<file path="config.mk">
export PLATFORM = sky130hd
export DESIGN_NAME = ppu_timing_gen
export DESIGN_NICKNAME = d
export VERILOG_FILES = /design/src/rtl/ppu_pkg.sv /design/src/rtl/ppu_timing_gen_counter.sv /design/src/rtl/ppu_timing_gen.sv
export SDC_FILE = /design/constraint.sdc
export NUM_CORES = 1
export LEC_CHECK = 0
export CORE_MARGIN = 2
export CORE_UTILIZATION = 35
export CTS_CLUSTER_DIAMETER = 120
export DETAILED_ROUTE_END_ITERATION = 7
export MAX_ROUTING_LAYER = met4
export PLACE_DENSITY = 0.72
export SLEW_MARGIN = 20
export SYNTH_ARGS = -nofsm -noshare
export SYNTH_HDL_FRONTEND = slang
export SYNTH_SLANG_ARGS = --single-unit
</file>
<file path="constraint.sdc">
create_clock -name clk -period 1.7 [get_ports clk]
set_clock_uncertainty 0.1 [all_clocks]
set_input_delay 0.34 -clock clk [delete_from_list [all_inputs] [get_ports clk]]
set_output_delay 0.34 -clock clk [all_outputs]
set_load 0.02 [all_outputs]
</file>
<file path="src/rtl/ppu_pkg.sv">
// Shared PPU timing constants and the raster-position type used by the
// timing generator and the fetch/sprite stages.
package ppu_pkg;

    localparam int unsigned DOTS_PER_LINE   = 341;
    localparam int unsigned LINES_PER_FRAME = 262;
    localparam int unsigned VISIBLE_LINES   = 240;
    localparam int unsigned VISIBLE_DOTS    = 256;
    localparam int unsigned VBLANK_LINE     = 241;
    localparam int unsigned PRERENDER_LINE  = 261;
    localparam int unsigned SKIP_DOT        = 339;

    typedef struct packed {
        logic [8:0] scanline;
        logic [8:0] dot;
    } ppu_pos_t;

endpackage

</file>
<file path="src/rtl/ppu_timing_gen_counter.sv">
// Generic enabled up/down counter with synchronous clear, used for the
// dot and scanline positions.
module ppu_timing_gen_counter #(
    parameter int unsigned WIDTH = 9
) (
    input  logic             clk,
    input  logic             rst_n,
    input  logic             en_i,
    input  logic             clr_i,
    input  logic             up_i,
    output logic [WIDTH-1:0] cnt_o
);

    logic [WIDTH-1:0] cnt_q;
    logic [WIDTH-1:0] cnt_d;

    // Next count: hold unless enabled; clear has priority over counting.
    always_comb begin
        cnt_d = cnt_q;
        if (en_i) begin
            if (clr_i) begin
                cnt_d = '0;
            end else if (up_i) begin
                cnt_d = cnt_q + WIDTH'(1);
            end else begin
                cnt_d = cnt_q - WIDTH'(1);
            end
        end
    end

    // Count register, cleared asynchronously.
    always_ff @(posedge clk or negedge rst_n) begin
        if (!rst_n) begin
            cnt_q <= '0;
        end else begin
            cnt_q <= cnt_d;
        end
    end

    assign cnt_o = cnt_q;

endmodule

</file>
<file path="src/rtl/ppu_timing_gen.sv">
// PPU scanline/dot timing generator: raster position, visible window,
// rendering qualifier, vblank/NMI and the odd-frame dot skip.
module ppu_timing_gen #(
    parameter int unsigned DOTS_PER_LINE   = ppu_pkg::DOTS_PER_LINE,
    parameter int unsigned LINES_PER_FRAME = ppu_pkg::LINES_PER_FRAME,
    parameter int unsigned VBLANK_LINE     = ppu_pkg::VBLANK_LINE,
    parameter int unsigned PRERENDER_LINE  = ppu_pkg::PRERENDER_LINE
) (
    input  logic       clk,
    input  logic       rst_n,
    input  logic       clk_en,
    input  logic       rendering_en,
    input  logic       nmi_en,
    input  logic       status_rd,
    output logic [8:0] dot,
    output logic [8:0] scanline,
    output logic [7:0] x_pix,
    output logic [7:0] y_pix,
    output logic       visible,
    output logic       rendering_line,
    output logic       frame_odd,
    output logic       vblank,
    output logic       nmi_n,
    output logic       new_frame
);

    import ppu_pkg::*;

    localparam logic [8:0] LAST_DOT  = 9'(DOTS_PER_LINE - 1);
    localparam logic [8:0] SKIP_AT   = 9'(DOTS_PER_LINE - 2);
    localparam logic [8:0] LAST_LINE = 9'(LINES_PER_FRAME - 1);
    localparam logic [8:0] VBL_LINE  = 9'(VBLANK_LINE);
    localparam logic [8:0] PRE_LINE  = 9'(PRERENDER_LINE);
    localparam logic [8:0] VIS_LINES = 9'(VISIBLE_LINES);
    localparam logic [8:0] VIS_DOTS  = 9'(VISIBLE_DOTS);

    logic [8:0] dot_q;
    logic [8:0] scanline_q;
    ppu_pos_t   pos;

    logic frame_odd_q, frame_odd_d;
    logic vblank_q,    vblank_d;
    logic new_frame_q, new_frame_d;

    logic at_last_dot;
    logic odd_skip;
    logic line_wrap;
    logic frame_wrap;
    logic vblank_set;
    logic vblank_clr;

    assign pos = {scanline_q, dot_q};

    // Wrap decode: end of line, end of frame and the odd-frame shortcut
    // from the pre-render line's second-to-last dot straight to (0,0).
    always_comb begin
        at_last_dot = (pos.dot == LAST_DOT);
        odd_skip    = (pos.scanline == PRE_LINE) && (pos.dot == SKIP_AT)
                      && frame_odd_q && rendering_en;
        line_wrap   = at_last_dot || odd_skip;
        frame_wrap  = ((pos.scanline == LAST_LINE) && at_last_dot) || odd_skip;
        vblank_set  = (pos.scanline == VBL_LINE) && (pos.dot == 9'd0);
        vblank_clr  = (pos.scanline == PRE_LINE) && (pos.dot == 9'd0);
    end

    ppu_timing_gen_counter #(
        .WIDTH (9)
    ) u_dot_cnt (
        .clk   (clk),
        .rst_n (rst_n),
        .en_i  (clk_en),
        .clr_i (line_wrap),
        .up_i  (1'b1),
        .cnt_o (dot_q)
    );

    ppu_timing_gen_counter #(
        .WIDTH (9)
    ) u_line_cnt (
        .clk   (clk),
        .rst_n (rst_n),
        .en_i  (clk_en && line_wrap),
        .clr_i (frame_wrap),
        .up_i  (1'b1),
        .cnt_o (scanline_q)
    );

    // Frame parity, new-frame pulse and vblank next state. A PPUSTATUS
    // read wins over a same-edge set, so that frame's vblank is lost.
    always_comb begin
        frame_odd_d = frame_odd_q ^ (clk_en && frame_wrap);
        new_frame_d = clk_en && frame_wrap;
        vblank_d    = vblank_q;
        if (clk_en && vblank_set) begin
            vblank_d = 1'b1;
        end else if (clk_en && vblank_clr) begin
            vblank_d = 1'b0;
        end
        if (status_rd) begin
            vblank_d = 1'b0;
        end
    end

    // Frame-level state registers, cleared asynchronously.
    always_ff @(posedge clk or negedge rst_n) begin
        if (!rst_n) begin
            frame_odd_q <= 1'b0;
            vblank_q    <= 1'b0;
            new_frame_q <= 1'b0;
        end else begin
            frame_odd_q <= frame_odd_d;
            vblank_q    <= vblank_d;
            new_frame_q <= new_frame_d;
        end
    end

    assign dot            = pos.dot;
    assign scanline       = pos.scanline;
    assign x_pix          = 8'(pos.dot - 9'd1);
    assign y_pix          = pos.scanline[7:0];
    assign visible        = (pos.scanline < VIS_LINES) && (pos.dot >= 9'd1)
                            && (pos.dot <= VIS_DOTS);
    assign rendering_line = rendering_en
                            && ((pos.scanline < VIS_LINES) || (pos.scanline == PRE_LINE));
    assign frame_odd      = frame_odd_q;
    assign vblank         = vblank_q;
    assign nmi_n          = ~(vblank_q & nmi_en);
    assign new_frame      = new_frame_q;

endmodule

</file>
==> out/qor.json <==
{
  "job": {
    "drv.max_cap_violation_count": 0
  },
  "global_routing": {
    "first_global_vias": 1543,
    "globalRoute.busiestLayer": "met2",
    "grt_first_pass_wirelength_mm": 7.55,
    "globalRouteMet3Util_pct": 1.50,
    "globalRouteMet2Util_pct": 36.6,
    "grt_overflow_total": 0,
    "initial_antenna_violation_count": 0,
    "grt_start_max_net_pins": 22,
    "gr-usage-all-layers_pct": 22.5,
    "met1_usage_pct": 30.0
  },
  "cts": {
    "cts_tree": "done",
    "clk_buf_depth": 2,
    "cts_buffers": 3,
    "clock_latency_on_the_worst_skew_pair_ns": 0.26,
    "cts.reportedPaths.clkPinSlew_ns": 0.08,
    "clkSinkCount": 21,
    "hold_buf_count_cts": 0,
    "root_driver": "clkbuf_8",
    "htreeDepth": 1
  },
  "yosys": {
    "synth.avg_cell_area_sq_um": 9.40,
    "ys.warnings.count": 0,
    "postSynth.asyncResetShare_pct": 100,
    "synthesis.nets": 161,
    "syn-cell-area_sq_mm": 0.00140,
    "synthCells": 149,
    "synth-edff-count": 0,
    "leading_register_cell_type_out_of_synthesis": "dfrtp_1",
    "yosys.cell_types.count": 42,
    "ys_seq_elements": 21,
    "yosysSeqAreaShare_pct": 37.5
  },
  "status": {
    "run_status": "finished, violations left",
    "violated_checks": "negative setup slack"
  },
  "sta": {
    "grt_setup_unrepaired": "true",
    "max-slew-margin-rel_pct": 75.3,
    "fin_worst_hold_slack_ns": 0.321,
    "setup_viol": 24,
    "tightestPinTransition_ns": 0.370,
    "count_of_pins_over_their_slew_limit": 0,
    "final_hold_viol_count": 0,
    "min_period_ns": 2.04,
    "setup_total_negative_slack_ns": -4.79,
    "maxClockFrequency_mhz": 489,
    "final.setup.worst_slack_ns": -0.345,
    "layout_worst_path_cycle_share_pct": 120
  },
  "pwr": {
    "worst_ir_drop_vdd_mv": 0.667,
    "power-per-cell-area_mw_per_mm2": 978,
    "cellLeakagePower_uw": 0.00122
  },
  "drt": {
    "avgRoutedWirePerCell_microns": 16.5,
    "post_drt_via_cell_ratio": 5.30,
    "totalWireLength_mm": 4.73,
    "ant_nets_after_route": 0,
    "detailedRoute.firstPassIterationCount": 4,
    "detailedRoute.firstIterationViolations": 101,
    "route.detailed.drc": 0,
    "via_count": 1517
  },
  "worst_setup_path": {
    "timing.critical_path.slowest_stage_cell": "dfrtp_2",
    "critical_path.endpoint_type": "primary output",
    "slowest_cell_delay_on_critical_path_ns": 0.43,
    "critPathArrivalTime_ns": 1.60,
    "cells_along_the_critical_path": "inv_4, ha_4, nor4b_4, nand2_1, a211oi_4, buf_6",
    "path_class": "reg -> out",
    "crit_path_max_fanout": 4,
    "startpoint_type": "flip-flop",
    "worst_ep_required_time_ns": 1.26
  },
  "cells_and_area": {
    "drive_above_1_share_pct": 52.5,
    "cell_area_after_layout_sq_mm": 0.00259,
    "area.growth.synth_to_final_pct": 84.7,
    "num-fill-cells": 302,
    "finalNetCount": 251,
    "antenna_cells": 0
  },
  "hold_path": {
    "timing.hold.worst.class": "in -> async"
  },
  "placed_design": {
    "dpl_cell_area_sq_mm": 0.00229,
    "hpwlAfterDp_mm": 3.39,
    "globalplace.congestion": 0.878,
    "dpl_worst_slack_ns": -0.548,
    "placement.io_buffers": 45
  },
  "floorplan": {
    "core_region_area_sq_mm": 0.00374,
    "fp-row-count": 22,
    "die_w_microns": 67.3,
    "floorplan.initialDensity_pct": 37.4,
    "io_pins": 46,
    "die_h_microns": 67.3,
    "die_area_sq_mm": 0.00453
  }
}
## final cells by class
| cell class | count | area, sq um | share of cell area, % |
|---|---|---|---|
| Sequential cell | 21 | 541 | 20.9 |
| Inverter | 8 | 35.0 | 1.35 |
| Multi-Input combinational cell | 106 | 1080 | 41.6 |
| Tap cell | 48 | 60.1 | 2.32 |
| Clock buffer | 4 | 45.0 | 1.74 |
| Timing Repair Buffer | 99 | 832 | 32.1 |
## layout by cell type, fill, tap and decap left out, types with 3 or more instances in the layout
cell type / netlist / routed
xor2_1: 11 / 10
o21ai_2: 0 / 3
nor3_4: 0 / 5
nand4_1: 9 / 9
and3_1: 6 / 5
dfrtp_1: 21 / 9
o21ai_1: 0 / 4
clkbuf_8: 0 / 3
buf_6: 1 / 10
inv_1: 8 / 5
dfrtp_2: 0 / 12
nand2_1: 11 / 9
clkdlybuf4s50_1: 0 / 6
ha_1: 6 / 3
nand3_1: 4 / 3
nor2_1: 7 / 4
buf_4: 10 / 52
xnor2_1: 5 / 3
dlygate4sd2_1: 0 / 27
## layer usage
layer  wire length (microns)  up-vias
met4                      55        0
met2                    2390       58
met1                    1990      749
met5                       0        -
met3                     293        6
li1                        -      704
## through the flow
| step | instances | utilization, % | power, uW |
|---|---|---|---|
| after detailed placement | 273 | 61.1 | 2060 |
| after CTS | 283 | 66.1 | 2440 |
| after global routing | 286 | 69.2 | 2670 |
| after floorplan | 149 | - | 1410 |
| final | 286 | 69.2 | 2530 |
| after global placement | 273 | 61.1 | 2030 |
## state kept, by name, summed over array words and instances, names as in the netlist
| signal | flops |
|---|---|
| u_dot_cnt.cnt_o | 9 |
| u_line_cnt.cnt_o | 9 |
| frame_odd | 1 |
| new_frame | 1 |
| vblank | 1 |
## critical path, delay by kind of cell, from the launching register on
family	cells	cell delay (ns)
DFF	1	0.43
and+or+nand+nor	2	0.33
AOI/OAI and AO/OA	1	0.21
buffers and inverters	2	0.23
adders and majority gates	1	0.14
## Yosys cell counts, types with 2 or more instances
master	number	area [sq um]
a21boi_0	2	15.0
a21oi_1	5	25.0
and3_1	6	37.5
buf_2	2	10.0
buf_4	10	75.1
dfrtp_1	21	526
ha_1	6	75.1
inv_1	8	30.0
nand2_1	11	41.3
nand2b_1	2	12.5
nand3_1	4	20.0
nand4_1	9	56.3
nor2_1	7	26.3
nor3_1	5	25.0
nor4_1	2	12.5
nor4b_1	2	17.5
o21ai_0	7	35.0
o31ai_1	2	15.0
xnor2_1	5	43.8
xor2_1	11	96.3
## final timing paths
| kind | startpoint | endpoint | slack, ns | depth (start not counted) |
|---|---|---|---|---|
| max reg2reg | u_line_cnt.cnt_o[1] | u_dot_cnt.cnt_o[4] | -0.25 | 8 |
| max in group asynchronous | rst_n | u_dot_cnt.cnt_o[5] | 0.94 | 2 |
| min reg2reg | frame_odd | frame_odd | 0.40 | 1 |
| min | rst_n | u_dot_cnt.cnt_o[0] | 0.32 | 2 |
| max | u_dot_cnt.cnt_o[1] | visible | -0.34 | 6 |
| min in group clk | frame_odd | frame_odd | 0.40 | 1 |
## logic make-up after synthesis
| logic type | share of synthesized area [%] |
|---|---|
| buf+inv | 9.29 |
| fa+ha+maj | 5.36 |
| compound gates | 11.0 |
| flops | 37.5 |
| simple gates | 26.9 |
| xor+xnor | 10.0 |
## power breakdown
group          internal, uW  leakage [uW]  total, uW  switching (uW)
Combinational           733      0.000942       1510             782
Sequential              571      0.000251        684             112
Clock                   167     0.0000228        333             166
Total                  1470       0.00122       2530            1060
## what timing repair did
action,4_1_cts,5_1_grt
pin swaps,19,12
setup buffers,7,6
gates resized for setup,112,25
endpoints found under the setup margin,53,29
(Power assumes the default switching activity.)
